--- src/rtl/reorder_buffer_pkg.sv ---
// Shared definitions for the reorder buffer: sizes, tag/index types and the
// logical layout of one ROB entry.
package reorder_buffer_pkg;

    localparam int ROB_WIDTH = 4;                 // tag width, log2 of entry count
    localparam int REG_WIDTH = 5;                 // architectural register index width
    localparam int ROB_SIZE  = 1 << ROB_WIDTH;    // number of entries

    typedef logic [ROB_WIDTH-1:0] robTag_t;
    typedef logic [REG_WIDTH-1:0] regIdx_t;
    typedef logic [ROB_WIDTH:0]   robCount_t;     // one extra bit so "16 in flight" is representable

    // Logical view of one entry, assembled from the per-field storage arrays
    typedef struct packed {
        logic        valid;
        logic        ready;
        logic        branch;
        logic        predict;
        logic        taken;
        regIdx_t     rd;
        logic [31:0] data;
        logic [31:0] pc;
    } robEntry_t;

    // Circular pointer advance; the natural ROB_WIDTH-bit overflow is the wrap
    function automatic robTag_t tagInc(robTag_t t);
        return robTag_t'(t + 1'b1);
    endfunction

endpackage

--- src/rtl/reorder_buffer_if.sv ---
// Issue / CDB / operand-query / commit / flush signals of the reorder buffer.
// slave = the ROB itself, master = the surrounding pipeline (or a bench).
interface reorder_buffer_if;
    import reorder_buffer_pkg::*;

    // issue
    logic        issueFlag;
    regIdx_t     issueReg;
    logic        issueBranch;
    logic        issuePredict;
    robTag_t     issueROB;
    logic        full;
    // common data bus writeback
    logic        cdbFlag;
    robTag_t     cdbROB;
    logic [31:0] cdbData;
    logic        cdbTaken;
    logic [31:0] cdbPC;
    // operand lookups from rename
    robTag_t     qry1ROB;
    robTag_t     qry2ROB;
    logic        qry1Ready;
    logic        qry2Ready;
    logic [31:0] qry1Data;
    logic [31:0] qry2Data;
    // commit to the register file
    logic        writeFlag;
    robTag_t     writeSrc;
    regIdx_t     writeReg;
    logic [31:0] writeData;
    // mispredict flush
    logic        clrOut;
    logic [31:0] clrPC;

    modport master (
        output issueFlag, issueReg, issueBranch, issuePredict,
        output cdbFlag, cdbROB, cdbData, cdbTaken, cdbPC,
        output qry1ROB, qry2ROB,
        input  issueROB, full,
        input  qry1Ready, qry2Ready, qry1Data, qry2Data,
        input  writeFlag, writeSrc, writeReg, writeData,
        input  clrOut, clrPC
    );

    modport slave (
        input  issueFlag, issueReg, issueBranch, issuePredict,
        input  cdbFlag, cdbROB, cdbData, cdbTaken, cdbPC,
        input  qry1ROB, qry2ROB,
        output issueROB, full,
        output qry1Ready, qry2Ready, qry1Data, qry2Data,
        output writeFlag, writeSrc, writeReg, writeData,
        output clrOut, clrPC
    );

endinterface

--- src/rtl/reorder_buffer.sv ---
// Circular in-order commit queue. Allocates a tag per issued instruction,
// captures CDB results, retires one entry per cycle into the register file
// write port and flushes everything on a mispredicted branch.
module reorder_buffer
    import reorder_buffer_pkg::*;
(
    input  logic            clkIn,
    input  logic            rstIn,
    input  logic            rdyIn,
    reorder_buffer_if.slave bus
);

    robTag_t             head;
    robTag_t             tail;
    robCount_t           count;
    logic [ROB_SIZE-1:0] validBits;
    logic [ROB_SIZE-1:0] readyBits;

    // Payload storage; valid/ready gate every use, so these need no reset
    logic        branchArr  [ROB_SIZE];
    logic        predictArr [ROB_SIZE];
    logic        takenArr   [ROB_SIZE];
    regIdx_t     regArr     [ROB_SIZE];
    logic [31:0] dataArr    [ROB_SIZE];
    logic [31:0] pcArr      [ROB_SIZE];

    robEntry_t   headEntry;
    logic        commitNow;
    logic        flushNow;
    logic        issueAccept;
    logic        wbAccept;
    logic        qry1Hit;
    logic        qry2Hit;

    logic        writeFlagReg;
    robTag_t     writeSrcReg;
    regIdx_t     writeRegReg;
    logic [31:0] writeDataReg;
    logic        clrOutReg;
    logic [31:0] clrPCReg;

    // Assemble the head entry from the per-field arrays
    always_comb begin
        headEntry         = '0;
        headEntry.valid   = validBits[head];
        headEntry.ready   = readyBits[head];
        headEntry.branch  = branchArr[head];
        headEntry.predict = predictArr[head];
        headEntry.taken   = takenArr[head];
        headEntry.rd      = regArr[head];
        headEntry.data    = dataArr[head];
        headEntry.pc      = pcArr[head];
    end

    // Retire needs the result captured on an earlier edge, so a CDB write
    // never races the entry being retired. A flush outranks a same-cycle issue,
    // and issue stays blocked while the flush pulse is still out.
    assign commitNow   = rdyIn && headEntry.valid && headEntry.ready;
    assign flushNow    = commitNow && headEntry.branch && (headEntry.taken != headEntry.predict);
    assign bus.full    = (count == robCount_t'(ROB_SIZE));
    assign issueAccept = rdyIn && bus.issueFlag && !bus.full && !clrOutReg && !flushNow;
    assign wbAccept    = rdyIn && bus.cdbFlag && validBits[bus.cdbROB];
    assign bus.issueROB = tail;

    genvar gi;
    generate
        for (gi = 0; gi < ROB_SIZE; gi++) begin : gEntry
            logic validQ;
            logic readyQ;
            logic issueHit;
            logic wbHit;
            logic retireHit;

            assign issueHit  = issueAccept && (tail == robTag_t'(gi));
            assign wbHit     = wbAccept && (bus.cdbROB == robTag_t'(gi));
            assign retireHit = commitNow && (head == robTag_t'(gi));

            // Occupancy and result-ready tracking for this slot
            always_ff @(posedge clkIn or negedge rstIn) begin
                if (!rstIn) begin
                    validQ <= 1'b0;
                    readyQ <= 1'b0;
                end else if (flushNow) begin
                    validQ <= 1'b0;
                    readyQ <= 1'b0;
                end else begin
                    if (retireHit)
                        validQ <= 1'b0;
                    else if (issueHit)
                        validQ <= 1'b1;
                    if (issueHit)
                        readyQ <= 1'b0;
                    else if (wbHit)
                        readyQ <= 1'b1;
                end
            end

            assign validBits[gi] = validQ;
            assign readyBits[gi] = readyQ;
        end
    endgenerate

    // Capture issue-time fields at the tail and CDB results at the tagged slot
    always_ff @(posedge clkIn) begin
        if (issueAccept) begin
            regArr[tail]     <= bus.issueReg;
            branchArr[tail]  <= bus.issueBranch;
            predictArr[tail] <= bus.issuePredict;
        end
        if (wbAccept) begin
            dataArr[bus.cdbROB]  <= bus.cdbData;
            takenArr[bus.cdbROB] <= bus.cdbTaken;
            pcArr[bus.cdbROB]    <= bus.cdbPC;
        end
    end

    // Head/tail pointers and occupancy; full/empty are judged from count only
    always_ff @(posedge clkIn or negedge rstIn) begin
        if (!rstIn) begin
            head  <= '0;
            tail  <= '0;
            count <= '0;
        end else if (flushNow) begin
            head  <= '0;
            tail  <= '0;
            count <= '0;
        end else begin
            if (commitNow)
                head <= tagInc(head);
            if (issueAccept)
                tail <= tagInc(tail);
            count <= count + robCount_t'(issueAccept) - robCount_t'(commitNow);
        end
    end

    // Registered commit and flush pulses; payloads hold between pulses
    always_ff @(posedge clkIn or negedge rstIn) begin
        if (!rstIn) begin
            writeFlagReg <= 1'b0;
            writeSrcReg  <= '0;
            writeRegReg  <= '0;
            writeDataReg <= '0;
            clrOutReg    <= 1'b0;
            clrPCReg     <= '0;
        end else begin
            writeFlagReg <= commitNow && !headEntry.branch;
            clrOutReg    <= flushNow;
            if (commitNow && !headEntry.branch) begin
                writeSrcReg  <= head;
                writeRegReg  <= headEntry.rd;
                writeDataReg <= headEntry.data;
            end
            if (flushNow)
                clrPCReg <= headEntry.pc;
        end
    end

    assign bus.writeFlag = writeFlagReg;
    assign bus.writeSrc  = writeSrcReg;
    assign bus.writeReg  = writeRegReg;
    assign bus.writeData = writeDataReg;
    assign bus.clrOut    = clrOutReg;
    assign bus.clrPC     = clrPCReg;

    // Operand lookups: stored result, or the value on the CDB this very cycle
    assign qry1Hit       = bus.cdbFlag && (bus.cdbROB == bus.qry1ROB);
    assign qry2Hit       = bus.cdbFlag && (bus.cdbROB == bus.qry2ROB);
    assign bus.qry1Ready = (validBits[bus.qry1ROB] && readyBits[bus.qry1ROB]) || qry1Hit;
    assign bus.qry2Ready = (validBits[bus.qry2ROB] && readyBits[bus.qry2ROB]) || qry2Hit;
    assign bus.qry1Data  = qry1Hit ? bus.cdbData : dataArr[bus.qry1ROB];
    assign bus.qry2Data  = qry2Hit ? bus.cdbData : dataArr[bus.qry2ROB];

endmodule
--- src/flat_wrapper.sv ---
// flat-port wrapper written by rule: the top's interface ports become plain ports
module reorder_buffer_flat import reorder_buffer_pkg::*;
  (clkIn, rstIn, rdyIn, bus_issueFlag, bus_issueReg, bus_issueBranch, bus_issuePredict, bus_cdbFlag, bus_cdbROB, bus_cdbData, bus_cdbTaken, bus_cdbPC, bus_qry1ROB, bus_qry2ROB, bus_issueROB, bus_full, bus_qry1Ready, bus_qry2Ready, bus_qry1Data, bus_qry2Data, bus_writeFlag, bus_writeSrc, bus_writeReg, bus_writeData, bus_clrOut, bus_clrPC);
  reorder_buffer_if bus_i ();
  input  logic clkIn;
  input  logic rstIn;
  input  logic rdyIn;
  input wire logic [$bits(bus_i.issueFlag)-1:0] bus_issueFlag;
  input wire logic [$bits(bus_i.issueReg)-1:0] bus_issueReg;
  input wire logic [$bits(bus_i.issueBranch)-1:0] bus_issueBranch;
  input wire logic [$bits(bus_i.issuePredict)-1:0] bus_issuePredict;
  input wire logic [$bits(bus_i.cdbFlag)-1:0] bus_cdbFlag;
  input wire logic [$bits(bus_i.cdbROB)-1:0] bus_cdbROB;
  input wire logic [$bits(bus_i.cdbData)-1:0] bus_cdbData;
  input wire logic [$bits(bus_i.cdbTaken)-1:0] bus_cdbTaken;
  input wire logic [$bits(bus_i.cdbPC)-1:0] bus_cdbPC;
  input wire logic [$bits(bus_i.qry1ROB)-1:0] bus_qry1ROB;
  input wire logic [$bits(bus_i.qry2ROB)-1:0] bus_qry2ROB;
  output wire logic [$bits(bus_i.issueROB)-1:0] bus_issueROB;
  output wire logic [$bits(bus_i.full)-1:0] bus_full;
  output wire logic [$bits(bus_i.qry1Ready)-1:0] bus_qry1Ready;
  output wire logic [$bits(bus_i.qry2Ready)-1:0] bus_qry2Ready;
  output wire logic [$bits(bus_i.qry1Data)-1:0] bus_qry1Data;
  output wire logic [$bits(bus_i.qry2Data)-1:0] bus_qry2Data;
  output wire logic [$bits(bus_i.writeFlag)-1:0] bus_writeFlag;
  output wire logic [$bits(bus_i.writeSrc)-1:0] bus_writeSrc;
  output wire logic [$bits(bus_i.writeReg)-1:0] bus_writeReg;
  output wire logic [$bits(bus_i.writeData)-1:0] bus_writeData;
  output wire logic [$bits(bus_i.clrOut)-1:0] bus_clrOut;
  output wire logic [$bits(bus_i.clrPC)-1:0] bus_clrPC;
  assign bus_i.issueFlag = bus_issueFlag;
  assign bus_i.issueReg = bus_issueReg;
  assign bus_i.issueBranch = bus_issueBranch;
  assign bus_i.issuePredict = bus_issuePredict;
  assign bus_i.cdbFlag = bus_cdbFlag;
  assign bus_i.cdbROB = bus_cdbROB;
  assign bus_i.cdbData = bus_cdbData;
  assign bus_i.cdbTaken = bus_cdbTaken;
  assign bus_i.cdbPC = bus_cdbPC;
  assign bus_i.qry1ROB = bus_qry1ROB;
  assign bus_i.qry2ROB = bus_qry2ROB;
  assign bus_issueROB = bus_i.issueROB;
  assign bus_full = bus_i.full;
  assign bus_qry1Ready = bus_i.qry1Ready;
  assign bus_qry2Ready = bus_i.qry2Ready;
  assign bus_qry1Data = bus_i.qry1Data;
  assign bus_qry2Data = bus_i.qry2Data;
  assign bus_writeFlag = bus_i.writeFlag;
  assign bus_writeSrc = bus_i.writeSrc;
  assign bus_writeReg = bus_i.writeReg;
  assign bus_writeData = bus_i.writeData;
  assign bus_clrOut = bus_i.clrOut;
  assign bus_clrPC = bus_i.clrPC;
  reorder_buffer u_core (.clkIn(clkIn), .rstIn(rstIn), .rdyIn(rdyIn), .bus(bus_i));
endmodule
--- config.mk ---
export PLATFORM = sky130hd
export DESIGN_NAME = reorder_buffer_flat
export DESIGN_NICKNAME = d
export VERILOG_FILES = /design/src/rtl/reorder_buffer_pkg.sv /design/src/rtl/reorder_buffer_if.sv /design/src/rtl/reorder_buffer.sv /design/src/flat_wrapper.sv
export SDC_FILE = /design/constraint.sdc
export NUM_CORES = 2
export LEC_CHECK = 0
export ABC_AREA = 1
export CAP_MARGIN = 25
export CORE_UTILIZATION = 40
export DETAILED_ROUTE_END_ITERATION = 12
export PLACE_DENSITY = 0.66
export SYNTH_ARGS = -nofsm -noshare
export SYNTH_HDL_FRONTEND = slang
export SYNTH_SLANG_ARGS = --single-unit
export TNS_END_PERCENT = 5
--- constraint.sdc ---
create_clock -name clkIn -period 3.4 [get_ports clkIn]
set_input_delay 0.34 -clock clkIn [delete_from_list [all_inputs] [get_ports clkIn]]
set_output_delay 0.34 -clock clkIn [all_outputs]
set_load 0.05 [all_outputs]
==> impl_metrics.toml <==
[sta]
tns_ns = 0
tightest_slew_ns = 1.09
rsz0062_at_grt = "no"
clock_skew_ns = 0.0309
final_max_slew_viol_count = 0
timing.final.setup_violations = 0
slew-limit-headroom = 0.272
period_share = 0.931
hold_violations = 0
fmax_ghz = 0.316
period_needed_ns = 3.17

[worst_setup_path]
cp.arrival_ns = 2.83
r2r_start = "u_core.head[0]"
r2r_cells = 17
path_max_fanout = 27
crit_path_start_kind = "primary input"
crit_required_ns = 3.06
crit_path_end_kind = "output port"
ff2ff_setup_slack_ns = 0.35
r2r-end = "u_core.count[4]"
path_class = "in -> out"

[clock_network]
cts_max_path_buffers = 3
clockRootBuffer = "clkbuf_16"
clkTransAtPathRegs_ns = 0.06
clock_latency_ns = 0.79
clock_sinks = 1272
cts_buffers = 140
cts_tree = "done"
htree_levels = 4

[floorplanning]
die_area_mm2 = 0.150
die_x_um = 388
dieHeight_um = 388
num_rows = 141
fp.coreArea_mm2 = 0.148
initial_core_util = 0.403
io_pins = 235

[synthesis]
synth_area_mm2 = 0.0595
yosys_warnings = 0
yosysSeqAreaShare = 0.632
syn-num-nets = 5990
synth_edf_count = 1152
ys.flop_type = "edfxtp_1"
synth-async-reset-ratio = 0.0943
synth_cells = 5886
synth_cell_types = 37
ys_ff_latch = 1272
avgSynthCellArea_um2 = 10.1

[route]
viasPerCell = 6.21
drtPass1Iterations = 8
drc = 0
wire_per_inst_um = 25.4
drtAntennaViolNets = 0
drt_iter0_markers = 7792
num_vias = 49700
wirelength_mm = 203

[global_route]
track_usage = 0.262
grt_first_pass_wirelength_mm = 299
grt_pass1_vias = 46900
grt_overflow_total = 0
grt_antenna_before_repair = 16
grt_max_degree = 238

[pwr]
seqPwrFrac = 0.358
peakVddDrop_v = 0.000674
switching_share = 0.383
total_power_mw = 51.7
switching_power_mw = 19.8
p_int_mw = 31.9
p_clk_frac = 0.297
p_leak_nw = 24.1
powerDensity_mw_per_mm2 = 739
power_frac_comb = 0.345

[job]
max_cap_viol_count = 0

[placement]
place.port_buffers = 234
hpwlAfterDp_mm = 113
place.gp.congestion = 0.906

[cells_and_area]
drive_above_1_share = 0.0844
final_cell_mix = "1152 x edfxtp_1, 1149 x o21ai_0, 1069 x nor2_1"
nets = 6054
final_common_cell = "edfxtp_1"
area_growth_pct = 17.6

[status]
status = "finished, final reports clean"

[worst_hold_path]
worst_hold_path_type = "in -> async"
final cells by class:
type                            count  area, um2
Antenna cell                        5       12.5
Clock buffer                      185       3780
Clock inverter                     73        877
Fill cell                       13000      77700
Inverter                          196        825
Multi-Input combinational cell   3933      19200
Sequential cell                  1272      37600
Tap cell                         1930       2410
Timing Repair Buffer              407       5270
power groups by stage:
stage,Sequential [mW],Clock (mW),Combinational (mW)
final,18.5,15.4,17.8
after global routing,18.6,16.1,19.2
after CTS,18.5,15.5,17.5
after detailed placement,18.8,0,17.5
after global placement,18.8,0,17.3
after floorplan,19.7,0,10.3
worst max path at each step:
| stage | startpoint | endpoint | slack, ns | cells after the start |
|---|---|---|---|---|
| 5_1_grt | u_core.head[1] | u_core.count[4] | 0.01 | 18 |
| 6_report | bus_cdbROB[3] | bus_qry1Data[12] | 0.23 | 9 |
| 3_5_place_dp | bus_cdbROB[3] | bus_qry1Data[12] | 0.13 | 9 |
| 2_1_floorplan | bus_cdbROB[0] | u_core.dataArr[10][0] | 0.14 | 11 |
| 4_1_cts | bus_cdbROB[3] | bus_qry1Data[12] | 0.09 | 9 |
| 3_3_place_gp | bus_cdbROB[3] | bus_qry1Data[12] | 0.14 | 9 |
worst max-delay path, stage by stage:
cell and delay, ns:
clkdlybuf4s50_1 0.66, inv_1 0.13, nand2_1 0.07, o21ai_0 0.12, a221oi_2 0.26, o2111ai_4 0.25
buf_12 0.28, a31oi_1 0.50, buf_12 0.21
timing repair:
item                                    4_1_cts  5_1_grt
setup buffers                                 0        0
endpoints found under the setup margin        0        2
resized for setup                             0        4
hold endpoints to repair                     47        0
hold buffers                                  1        0
cell families after synthesis:
| logic type | after synthesis | synth area share |
|---|---|---|
| simple gates | 1900 | 0.127 |
| compound gates | 2012 | 0.191 |
| xor+xnor | 6 | 0.000883 |
| buf+inv | 681 | 0.0470 |
| fa+ha+maj | 15 | 0.00328 |
| flops | 1272 | 0.632 |
metal layers:
metal	vias up	track usage	share of wire
met2	3573	0.402	0.45
met4	20	0.113	0.042
met1	23900	0.356	0.39
met3	635	0.0595	0.12
li1	21600	-	-
met5	-	0	0.00072
cell usage after synthesis (2+ instances only):
| cell type | n | area (um2) |
|---|---|---|
| a21oi_1 | 231 | 1160 |
| a221o_1 | 4 | 40.0 |
| a22oi_1 | 8 | 60.1 |
| a2bb2oi_1 | 6 | 52.6 |
| a31oi_1 | 64 | 400 |
| buf_1 | 34 | 128 |
| buf_2 | 69 | 345 |
| buf_4 | 13 | 97.6 |
| buf_6 | 14 | 158 |
| clkbuf_1 | 355 | 1330 |
| clkinv_1 | 3 | 11.3 |
| dfrtp_1 | 120 | 3000 |
| edfxtp_1 | 1152 | 34600 |
| ha_1 | 14 | 175 |
| inv_1 | 188 | 706 |
| inv_2 | 5 | 18.8 |
| nand2_1 | 561 | 2110 |
| nand3_1 | 251 | 1260 |
| nand3_2 | 7 | 70.1 |
| nand4_1 | 2 | 12.5 |
| nor2_1 | 1072 | 4020 |
| nor2_2 | 2 | 12.5 |
| nor2_4 | 2 | 22.5 |
| o2111ai_1 | 2 | 17.5 |
| o211ai_1 | 12 | 90.1 |
| o21ai_0 | 1149 | 5750 |
| o21ai_1 | 59 | 295 |
| o21ai_2 | 14 | 123 |
| o221ai_1 | 186 | 1630 |
| o22ai_1 | 276 | 1730 |
| xor2_1 | 5 | 43.8 |
stage by stage:
step           hold slack [ns]  std cells  setup WS, ns   util  cell area [um2]
5_1_grt                  0.140       7998        0.0102  0.474            70000
4_1_cts                  0.109       7994        0.0919  0.473            69900
3_5_place_dp             0.358       7735         0.135  0.442            65200
6_report                0.0986       8001         0.234  0.474            70000
3_3_place_gp             0.358       7735         0.145  0.442            65200
2_1_floorplan           0.0444       5886         0.136      -            59500
sequential cells by signal (all words and copies together) (netlist names), 16 cells and up:
signal	flops
u_core.bus.writeData	32
u_core.takenArr	16
u_core.regArr	80
u_core.gEntry.readyQ	16
u_core.dataArr	512
u_core.bus.clrPC	32
u_core.gEntry.validQ	16
u_core.pcArr	512
u_core.predictArr	16
u_core.branchArr	16
(Power assumes the default switching activity.)
